**config.mk**
```make
export PLATFORM = sky130hd
export DESIGN_NAME = ama_riscv_mem_arbiter
export DESIGN_NICKNAME = d
export VERILOG_FILES = /design/src/rtl/ama_riscv_mem_arbiter_pkg.sv /design/src/rtl/ama_riscv_mem_arbiter_rr_pick2.sv /design/src/rtl/ama_riscv_mem_arbiter.sv
export SDC_FILE = /design/constraint.sdc
export NUM_CORES = 1
export LEC_CHECK = 0
export CAP_MARGIN = 5
export CORE_AREA = 10 10 186 188
export CTS_CLUSTER_SIZE = 10
export DETAILED_ROUTE_END_ITERATION = 7
export DIE_AREA = 0 0 196 198
export GPL_TIMING_DRIVEN = 0
export PLACE_DENSITY = 0.55
export REMOVE_ABC_BUFFERS = 1
export SETUP_SLACK_MARGIN = 0.4
export SYNTH_ARGS = -nofsm -noshare
export SYNTH_HDL_FRONTEND = slang
export SYNTH_HIERARCHICAL = 1
export SYNTH_SLANG_ARGS = --single-unit
```
**constraint.sdc**
```tcl
create_clock -name clk -period 2 [get_ports clk]
set_clock_uncertainty 0.15 [all_clocks]
set_input_delay 0.4 -clock clk [delete_from_list [all_inputs] [get_ports clk]]
set_output_delay 0.4 -clock clk [all_outputs]
set_load 0.1 [all_outputs]
```
**src/rtl/ama_riscv_mem_arbiter_pkg.sv**
```systemverilog
// Shared memory-subsystem defines: bus geometry and the cache / arbiter state types.
package ama_riscv_mem_arbiter_pkg;

   localparam int MEM_ADDR_BUS         = 32;
   localparam int MEM_DATA_BUS         = 128;
   localparam int MEM_TRANSFERS_PER_CL = 4;

   typedef enum logic [1:0] {
      CACHE_RESET = 2'd0,
      CACHE_READY = 2'd1,
      CACHE_MISS  = 2'd2
   } cache_state_t;

   typedef enum logic [1:0] {
      ARB_IDLE = 2'd0,
      ARB_IC   = 2'd1,
      ARB_DC   = 2'd2
   } arb_state_t;

   // Encoding of the requester that owned the previous burst
   localparam logic RR_IC = 1'b0;
   localparam logic RR_DC = 1'b1;

endpackage

```
**src/rtl/ama_riscv_mem_arbiter_rr_pick2.sv**
```systemverilog
// Two-way round-robin pick between the icache and dcache line-fill requests.
// grant[0] selects the icache, grant[1] the dcache.
module ama_riscv_rr_pick2
   import ama_riscv_mem_arbiter_pkg::*;
(
   input  logic       valid_ic,
   input  logic       valid_dc,
   input  logic       rr_last,
   output logic [1:0] grant
);

   // lone requester wins; on a tie the one not served last wins
   always_comb begin
      grant = 2'b00;
      case ({valid_dc, valid_ic})
         2'b01:   grant = 2'b01;
         2'b10:   grant = 2'b10;
         2'b11:   grant = (rr_last == RR_DC) ? 2'b01 : 2'b10;
         default: grant = 2'b00;
      endcase
   end

endmodule

```
**src/rtl/ama_riscv_mem_arbiter.sv**
```systemverilog
// Shares the main-memory port between the icache and dcache fill engines, one
// full cache-line burst per grant, with responses steered back to the owner only.
module ama_riscv_mem_arbiter
   import ama_riscv_mem_arbiter_pkg::*;
#(
   parameter int ADDR_W = MEM_ADDR_BUS,
   parameter int DATA_W = MEM_DATA_BUS,
   parameter int BEATS  = MEM_TRANSFERS_PER_CL
)(
   input  logic              clk,
   input  logic              rst,
   input  logic              req_ic_valid,
   output logic              req_ic_ready,
   input  logic [ADDR_W-1:0] req_ic_data,
   output logic              rsp_ic_valid,
   input  logic              rsp_ic_ready,
   output logic [DATA_W-1:0] rsp_ic_data,
   input  logic              req_dc_valid,
   output logic              req_dc_ready,
   input  logic [ADDR_W-1:0] req_dc_data,
   output logic              rsp_dc_valid,
   input  logic              rsp_dc_ready,
   output logic [DATA_W-1:0] rsp_dc_data,
   output logic              req_mem_valid,
   input  logic              req_mem_ready,
   output logic [ADDR_W-1:0] req_mem_data,
   input  logic              rsp_mem_valid,
   output logic              rsp_mem_ready,
   input  logic [DATA_W-1:0] rsp_mem_data,
   output logic              grant_ic,
   output logic              grant_dc,
   output logic              err_unexp_rsp
);

   localparam int               CNT_W   = $clog2(BEATS) + 1;
   localparam logic [CNT_W-1:0] BEATS_C = CNT_W'(BEATS);
   localparam logic [CNT_W-1:0] LAST_C  = CNT_W'(BEATS - 1);

   arb_state_t       state_r;
   logic             rr_last_r;
   logic [CNT_W-1:0] req_cnt_r;
   logic [CNT_W-1:0] rsp_cnt_r;
   logic             grant_ic_r;
   logic             grant_dc_r;
   logic             err_unexp_r;

   logic [1:0]       pick_s;
   logic             own_ic_s;
   logic             own_dc_s;
   logic             req_room_s;
   logic             req_fire_s;
   logic             unexp_s;
   logic             rsp_fire_s;
   logic             burst_end_s;

   ama_riscv_rr_pick2 u_pick (
      .valid_ic (req_ic_valid),
      .valid_dc (req_dc_valid),
      .rr_last  (rr_last_r),
      .grant    (pick_s)
   );

   // request-path owner: the registered owner, or the idle-cycle winner so its first beat goes out immediately
   always_comb begin
      own_ic_s = 1'b0;
      own_dc_s = 1'b0;
      case (state_r)
         ARB_IDLE: begin
            own_ic_s = pick_s[0];
            own_dc_s = pick_s[1];
         end
         ARB_IC:  own_ic_s = 1'b1;
         ARB_DC:  own_dc_s = 1'b1;
         default: begin
            own_ic_s = 1'b0;
            own_dc_s = 1'b0;
         end
      endcase
   end

   // request steering; beats beyond one line are held off until the next grant
   always_comb begin
      req_room_s    = (req_cnt_r < BEATS_C);
      req_mem_valid = 1'b0;
      req_mem_data  = {ADDR_W{1'b0}};
      req_ic_ready  = 1'b0;
      req_dc_ready  = 1'b0;
      if (own_ic_s) begin
         req_mem_valid = req_ic_valid && req_room_s;
         req_mem_data  = req_ic_data;
         req_ic_ready  = req_mem_ready && req_room_s;
      end else if (own_dc_s) begin
         req_mem_valid = req_dc_valid && req_room_s;
         req_mem_data  = req_dc_data;
         req_dc_ready  = req_mem_ready && req_room_s;
      end else begin
         req_mem_valid = 1'b0;
      end
      req_fire_s = req_mem_valid && req_mem_ready;
   end

   // response steering; a response with nothing outstanding is drained and dropped
   always_comb begin
      unexp_s       = rsp_mem_valid && ((state_r == ARB_IDLE) || (rsp_cnt_r == req_cnt_r));
      rsp_mem_ready = 1'b0;
      rsp_ic_valid  = 1'b0;
      rsp_ic_data   = {DATA_W{1'b0}};
      rsp_dc_valid  = 1'b0;
      rsp_dc_data   = {DATA_W{1'b0}};
      if (unexp_s) begin
         rsp_mem_ready = 1'b1;
      end else if (state_r == ARB_IC) begin
         rsp_ic_valid  = rsp_mem_valid;
         rsp_ic_data   = rsp_mem_data;
         rsp_mem_ready = rsp_ic_ready;
      end else if (state_r == ARB_DC) begin
         rsp_dc_valid  = rsp_mem_valid;
         rsp_dc_data   = rsp_mem_data;
         rsp_mem_ready = rsp_dc_ready;
      end else begin
         rsp_mem_ready = 1'b0;
      end
      rsp_fire_s  = rsp_mem_valid && rsp_mem_ready && !unexp_s;
      burst_end_s = rsp_fire_s && (rsp_cnt_r == LAST_C);
   end

   // arbitration FSM, beat counters, grant and error flags
   always_ff @(posedge clk) begin
      if (rst) begin
         state_r     <= ARB_IDLE;
         rr_last_r   <= RR_DC;
         req_cnt_r   <= {CNT_W{1'b0}};
         rsp_cnt_r   <= {CNT_W{1'b0}};
         grant_ic_r  <= 1'b0;
         grant_dc_r  <= 1'b0;
         err_unexp_r <= 1'b0;
      end else begin
         if (unexp_s) begin
            err_unexp_r <= 1'b1;
         end
         case (state_r)
            ARB_IDLE: begin
               if (pick_s[0]) begin
                  state_r    <= ARB_IC;
                  rr_last_r  <= RR_IC;
                  grant_ic_r <= 1'b1;
               end else if (pick_s[1]) begin
                  state_r    <= ARB_DC;
                  rr_last_r  <= RR_DC;
                  grant_dc_r <= 1'b1;
               end
               req_cnt_r <= CNT_W'(req_fire_s);
               rsp_cnt_r <= {CNT_W{1'b0}};
            end
            ARB_IC, ARB_DC: begin
               if (burst_end_s) begin
                  state_r    <= ARB_IDLE;
                  req_cnt_r  <= {CNT_W{1'b0}};
                  rsp_cnt_r  <= {CNT_W{1'b0}};
                  grant_ic_r <= 1'b0;
                  grant_dc_r <= 1'b0;
               end else begin
                  req_cnt_r <= req_cnt_r + CNT_W'(req_fire_s);
                  rsp_cnt_r <= rsp_cnt_r + CNT_W'(rsp_fire_s);
               end
            end
            default: begin
               state_r    <= ARB_IDLE;
               req_cnt_r  <= {CNT_W{1'b0}};
               rsp_cnt_r  <= {CNT_W{1'b0}};
               grant_ic_r <= 1'b0;
               grant_dc_r <= 1'b0;
            end
         endcase
      end
   end

   assign grant_ic      = grant_ic_r;
   assign grant_dc      = grant_dc_r;
   assign err_unexp_rsp = err_unexp_r;

endmodule

```
## Yosys cells after proc, flatten, opt, wreduce, memory -nomap -nowiden

Cells that the tools add are included.

- Muxes and demuxes: 37
- Add/subtract/negate cells: 2
- Equal/unequal tests: 12
- Reduce and logical (&&, ||, !) cells: 18
- Bitwise gates (word level): 1
- Magnitude comparators: 1

Operators with widths:

| kind | number |
|---|---|
| 128-bit 2-to-1 mux | 5 |
| 32-bit 2-to-1 mux | 2 |
| 1-bit 2-to-1 mux | 18 |
| 1-bit logical AND | 8 |
| 2-bit 2-to-1 mux | 4 |
| 2-bit != test, second input constant | 4 |
| 1-bit one-hot mux with 2 select lines | 4 |
| 3-bit by 1-bit adder with 3-bit output | 2 |
| 2-bit == test, second input constant | 3 |
| 2-bit one-hot mux with 3 select lines | 1 |
| 3-bit one-hot mux with 2 select lines | 1 |
| 2-bit AND reduction | 3 |
| 2-bit by 1-bit == test with 1-bit output, second input constant | 2 |
| 2-bit one-hot mux with 2 select lines | 1 |
| 3-bit by 2-bit == test with 1-bit output, second input constant | 1 |
| 3-bit == test | 1 |
| 3-bit < comparator, second input constant | 1 |
| 3-bit 2-to-1 mux | 1 |
| 3-bit != test, second input constant | 1 |
| 3-bit AND reduction | 1 |
| 3-bit OR reduction | 1 |
| 2-bit zero test | 1 |
| 2-bit nonzero test | 1 |
| 2-bit OR reduction | 1 |
| other kinds (3) | 3 |

- Bits in registers: 12
- Input bits: 200

## Longest topological paths before layout

- Word-level depth: 9
- Gate-level depth with buffers: 11
- Mapped depth without buffers: 10

## Modules after synthesis

Netlist, hierarchy kept.

Modules (own cells, without submodules):

| module | cells an instance | area each (µm²) | instances |
|---|---|---|---|
| ama_riscv_mem_arbiter | 416 | 3141.8 | 1 |
| ama_riscv_rr_pick2 | 3 | 18.8 | 1 |

## Worst setup path before layout

Ideal clock, no wire load.

- Kind: register -> output
- Start point: register state_r[0]
- End point: output req_dc_ready
- Cell stages (with the launch flop): 7
- Setup slack: -1.867 ns
- Buffers on the path: 2
- Arrival: 3.317 ns
- Required time: 1.450 ns
- Cells stage by stage: dfxtp_1 inv_1 ha_1 a21o_1 clkbuf_1 clkbuf_1 nor3_1

- Longest elaborated chain between the ends: 4

RTL lines:

| element | RTL line | source |
|---|---|---|
| from (decl) | ama_riscv_mem_arbiter.sv:39 | `arb_state_t state_r;` |
| from (signal assigned) | ama_riscv_mem_arbiter.sv:130 | `state_r <= ARB_IDLE;` |
| from (signal assigned) | ama_riscv_mem_arbiter.sv:144 | `state_r <= ARB_IC;` |
| from (signal assigned) | ama_riscv_mem_arbiter.sv:148 | `state_r <= ARB_DC;` |
| 2-bit == test / 2-bit zero test (equally long branches) | ama_riscv_mem_arbiter.sv:67 | `case (state_r)` |
| 1-bit one-hot mux with 2 select lines | ama_riscv_mem_arbiter.sv:67 |  |
| 1-bit 2-to-1 mux | ama_riscv_mem_arbiter.sv:92 | `end else if (own_dc_s) begin` |
| 1-bit 2-to-1 mux * | ama_riscv_mem_arbiter.sv:88 | `if (own_ic_s) begin` |
| to (decl) | ama_riscv_mem_arbiter.sv:19 | `output logic req_dc_ready,` |

Mark *: on every way between the ends. The rest lies on a longest branch, timed or not.

## Final worst setup path

- Start point: register req_cnt_r[0]
- End point: output rsp_dc_data[92]

- Longest elaborated chain between the ends: 4

RTL lines:

| element | RTL line | source |
|---|---|---|
| from (decl) | ama_riscv_mem_arbiter.sv:41 | `logic [CNT_W-1:0] req_cnt_r;` |
| from (signal assigned) | ama_riscv_mem_arbiter.sv:132 | `req_cnt_r <= {CNT_W{1'b0}};` |
| from (signal assigned) | ama_riscv_mem_arbiter.sv:152 | `req_cnt_r <= CNT_W'(req_fire_s);` |
| from (signal assigned) | ama_riscv_mem_arbiter.sv:158 | `req_cnt_r <= {CNT_W{1'b0}};` |
| 3-bit == test | ama_riscv_mem_arbiter.sv:104 | `unexp_s = rsp_mem_valid && ((state_r == ARB_IDLE) \|\| (rsp_cnt_r == req_cnt_r));` |
| 1-bit logical OR | ama_riscv_mem_arbiter.sv:104 |  |
| 1-bit logical AND | ama_riscv_mem_arbiter.sv:104 |  |
| 128-bit 2-to-1 mux | ama_riscv_mem_arbiter.sv:110 | `if (unexp_s) begin` |
| to (decl) | ama_riscv_mem_arbiter.sv:23 | `output logic [DATA_W-1:0] rsp_dc_data,` |

No other way between the ends.

==> run summary <==
WP data arrival: 2.31 ns
Violated checks: setup timing
R2R depth: 14
Critical path peak fanout: 6
Total gr overflow: 0
Hold path depth: 2
Sort of element at the end of the critical path: output pin
Antenna violations before repair: 3
Area of the mapped netlist: 0.00316 sq mm
Pin count of the biggest net entering global routing: 50
Max VDD drop: 0.816 mV
Number of remaining DRC errors: 0
Violation count after the first detailed-route iteration: 112
Period Utilization, post-route: 143%
Vertical extent of the die: 198 microns
Cell type with the largest total area after synthesis: sky130_fd_sc_hd__and2_1
Number of global-route vias before repair: 5,076
Vias per inst: 3.92
CTS H-tree depth: 1
Clock Root Buffer: sky130_fd_sc_hd__clkbuf_16
Average routed wire per standard cell: 24.1 microns
Top area cells in the synthesized netlist: sky130_fd_sc_hd__and2_1 51%, sky130_fd_sc_hd__buf_8 9.5%, sky130_fd_sc_hd__a22o_1 8.9%
Global-route total usage across every layer: 12.4%
Clock slew seen by the registers of the worst setup and hold paths: 0.04 ns
Max-slew violation count: 0
Clock tree from TritonCTS: done
Final net count: 1,197
Mean instance size in the synthesized netlist: 7.54 sq um
Core area: 0.0311 sq mm
Tmin final: 2.86 ns
Switching power: 6.84 mW
Number of rows in the core area: 65
Post-synth EDFFs: 0
Portion of the post-synthesis area used by sequential elements: 7.60%
PwrDens: 863 mW/mm^2
Maximum operating frequency: 350 MHz
Vias after detailed routing: 5,450
Post-CTS Hold Buffers: 0
Boundary pin count: 497
Share of total power in sequential cells: 2.8%
Part of the total power dissipated in combinational logic: 93.5%
Main flop type after synthesis: sky130_fd_sc_hd__dfxtp_1
Fraction of registers with async set/reset: 0%
Least-Margin Pin Slew: 0.700 ns
Startpoint-to-endpoint class of the critical path: flop to output pin
Post-synthesis cell count: 419
Distinct cells, synth: 38
Most instantiated cells after synthesis: 258 x sky130_fd_sc_hd__and2_1, 32 x sky130_fd_sc_hd__a22o_1, 20 x sky130_fd_sc_hd__buf_8
Worst setup SP type: flop
Die X-Extent: 196 microns
Portion of total power attributed to the clock network: 3.7%
Total Die Area: 0.0388 sq mm
Drt first pass iters: 4
Most used standard cell by instance count after synthesis: sky130_fd_sc_hd__and2_1
Leakage power total: 5.55 nW
Wire length of the first global-routing pass: 36.5 mm
Fillers: 2,737
Final estimated routing congestion in global placement: 0.802
Maximum clock insertion buffer count: 2
Worst slew margin: 53.3%
Clock Sinks: 12
Effective utilization at floorplan: 10.2%
Number of buffers inserted during clock tree synthesis: 3
Clk Latency, worst-skew pair: 0.25 ns
Synth Warn #: 6
RSZ-0062 raised after global routing: yes
Post-route cell area: 0.0134 sq mm
Final hold viol count: 0
Net Sw Frac: 59.2%
Post-synth top area share: 51.1%
Power Total: 11.5 mW
Total wire length after detailed routing: 33.6 mm
Count of port buffers added during placement: 496
Worst min path class: flop to flop
Internal power component: 4.70 mW
Final critical-path setup slack: -0.856 ns
Required time at the worst-slack endpoint: 1.45 ns
Synthesis-to-finish area growth: 323%
Setup Viol. Count Final: 303
Share of final-layout standard cells stronger than drive strength 1: 67.5%
Antenna Nets Post-Route: 0
Result of the run: finished, violations left
Register bit total from synthesis: 12
Number of maximum-capacitance violations: 0
Final HPWL from detailed placement: 23.1 mm
Post-detailed-placement cell area: 0.00833 sq mm
-- power by group through the flow --
stage / registers, mW / clock network [mW] / logic (mW)
final: 0.322 / 0.423 / 10.8
after global routing: 0.326 / 0.432 / 11.1
after CTS: 0.316 / 0.414 / 8.65
after detailed placement: 0.310 / 0 / 7.76
after global placement: 0.309 / 0 / 7.68
after floorplan: 0.431 / 0 / 5.53
-- layout by cell type, fill, tap and decap left out, drive strengths merged, types with 3 or more instances in the layout --
master and count:
nor3 3, inv 10, ha 9, xor2 3
nand2 5, a22o 32, nor2 14, dfxtp 12
clkbuf 23, and2 258, a21oi 10, buf 381
clkdlybuf4s50 196
-- final timing paths --
path / start / endpoint / slack [ns]
setup / recovery: req_cnt_r[0]$_SDFF_PP0_ / rsp_dc_data[92] / -0.86
setup reg to reg: state_r[0]$_SDFFE_PP0P_ / req_cnt_r[1]$_SDFF_PP0_ / -0.44
hold / removal: err_unexp_rsp$_SDFFE_PP0N_ / err_unexp_rsp$_SDFFE_PP0N_ / 0.33
hold reg to reg: err_unexp_rsp$_SDFFE_PP0N_ / err_unexp_rsp$_SDFFE_PP0N_ / 0.33
-- registers in the layout (all words and copies together) (netlist names) --
signal / flops
req_cnt_r: 3
grant_dc: 1
state_r: 2
err_unexp_rsp: 1
rr_last_r: 1
rsp_cnt_r: 3
grant_ic: 1
-- per-stage QoR --
stage               worst slack, ns  utilization [%]  TNS, ns  hold slack (ns)  cells
global route                 -0.902             43.0  -220.66            0.379   1391
CTS                          -0.936             29.2  -239.09            0.336   1315
finish                       -0.856             43.0  -204.95            0.333   1391
detailed placement            -2.45             26.8  -530.74            0.322   1288
floorplan                     -1.86                -  -444.82            0.319    383
global placement              -3.44             26.4  -923.03            0.314   1281
-- cell type report --
class	count	area [sq um]	area share, %
timing repair buffer	599	9190	68.8
sequential	12	262	1.96
clock buffer	4	88.8	0.665
inverter	10	50.0	0.375
antenna	2	5.00	0.0375
multi-input combinational	362	3260	24.4
tap	402	503	3.76
-- routing by layer --
| layer | up-vias | share of wire [%] | track usage (%) |
|---|---|---|---|
| met5 | - | 0 | 0 |
| met4 | 0 | 1.2 | 1.61 |
| met3 | 25 | 7.7 | 4.35 |
| met2 | 322 | 54 | 22.9 |
| met1 | 2609 | 37 | 13.7 |
| li1 | 2494 | - | - |
-- what timing repair did --
| action | in CTS | in global routing |
|---|---|---|
| buffers inserted | 18 | 49 |
| resized for setup | 1771 | 1274 |
| pin swaps | 13 | 72 |
| endpoints found under the setup margin | 309 | 308 |
| gates cloned | 5 | 25 |
-- worst max-delay path, cell delays in order, from the launching register on --
cell,delay (ns)
sky130_fd_sc_hd__dfxtp_4,0.36
sky130_fd_sc_hd__xor2_4,0.20
sky130_fd_sc_hd__o31ai_4,0.25
sky130_fd_sc_hd__buf_6,0.16
sky130_fd_sc_hd__a21oi_4,0.08
sky130_fd_sc_hd__buf_12,0.17
sky130_fd_sc_hd__buf_12,0.14
sky130_fd_sc_hd__buf_12,0.12
sky130_fd_sc_hd__buf_6,0.11
sky130_fd_sc_hd__clkbuf_16,0.14
sky130_fd_sc_hd__and2_4,0.16
sky130_fd_sc_hd__buf_12,0.16
-- logic make-up (layout without fill, tap and decap cells) --
logic type / count (synthesis) / in the layout / synth area share, %
and+or+nand+nor: 289 / 289 / 55.7
buffers and inverters: 46 / 613 / 15.1
xor gates and xnor gates: 5 / 5 / 1.86
other: 0 / 2 / 0
DFF: 12 / 12 / 7.60
muxes: 1 / 1 / 0.317
adders and majority gates: 9 / 9 / 3.56
AOI/OAI and AO/OA: 57 / 58 / 15.8
(Power assumes the default switching activity.)
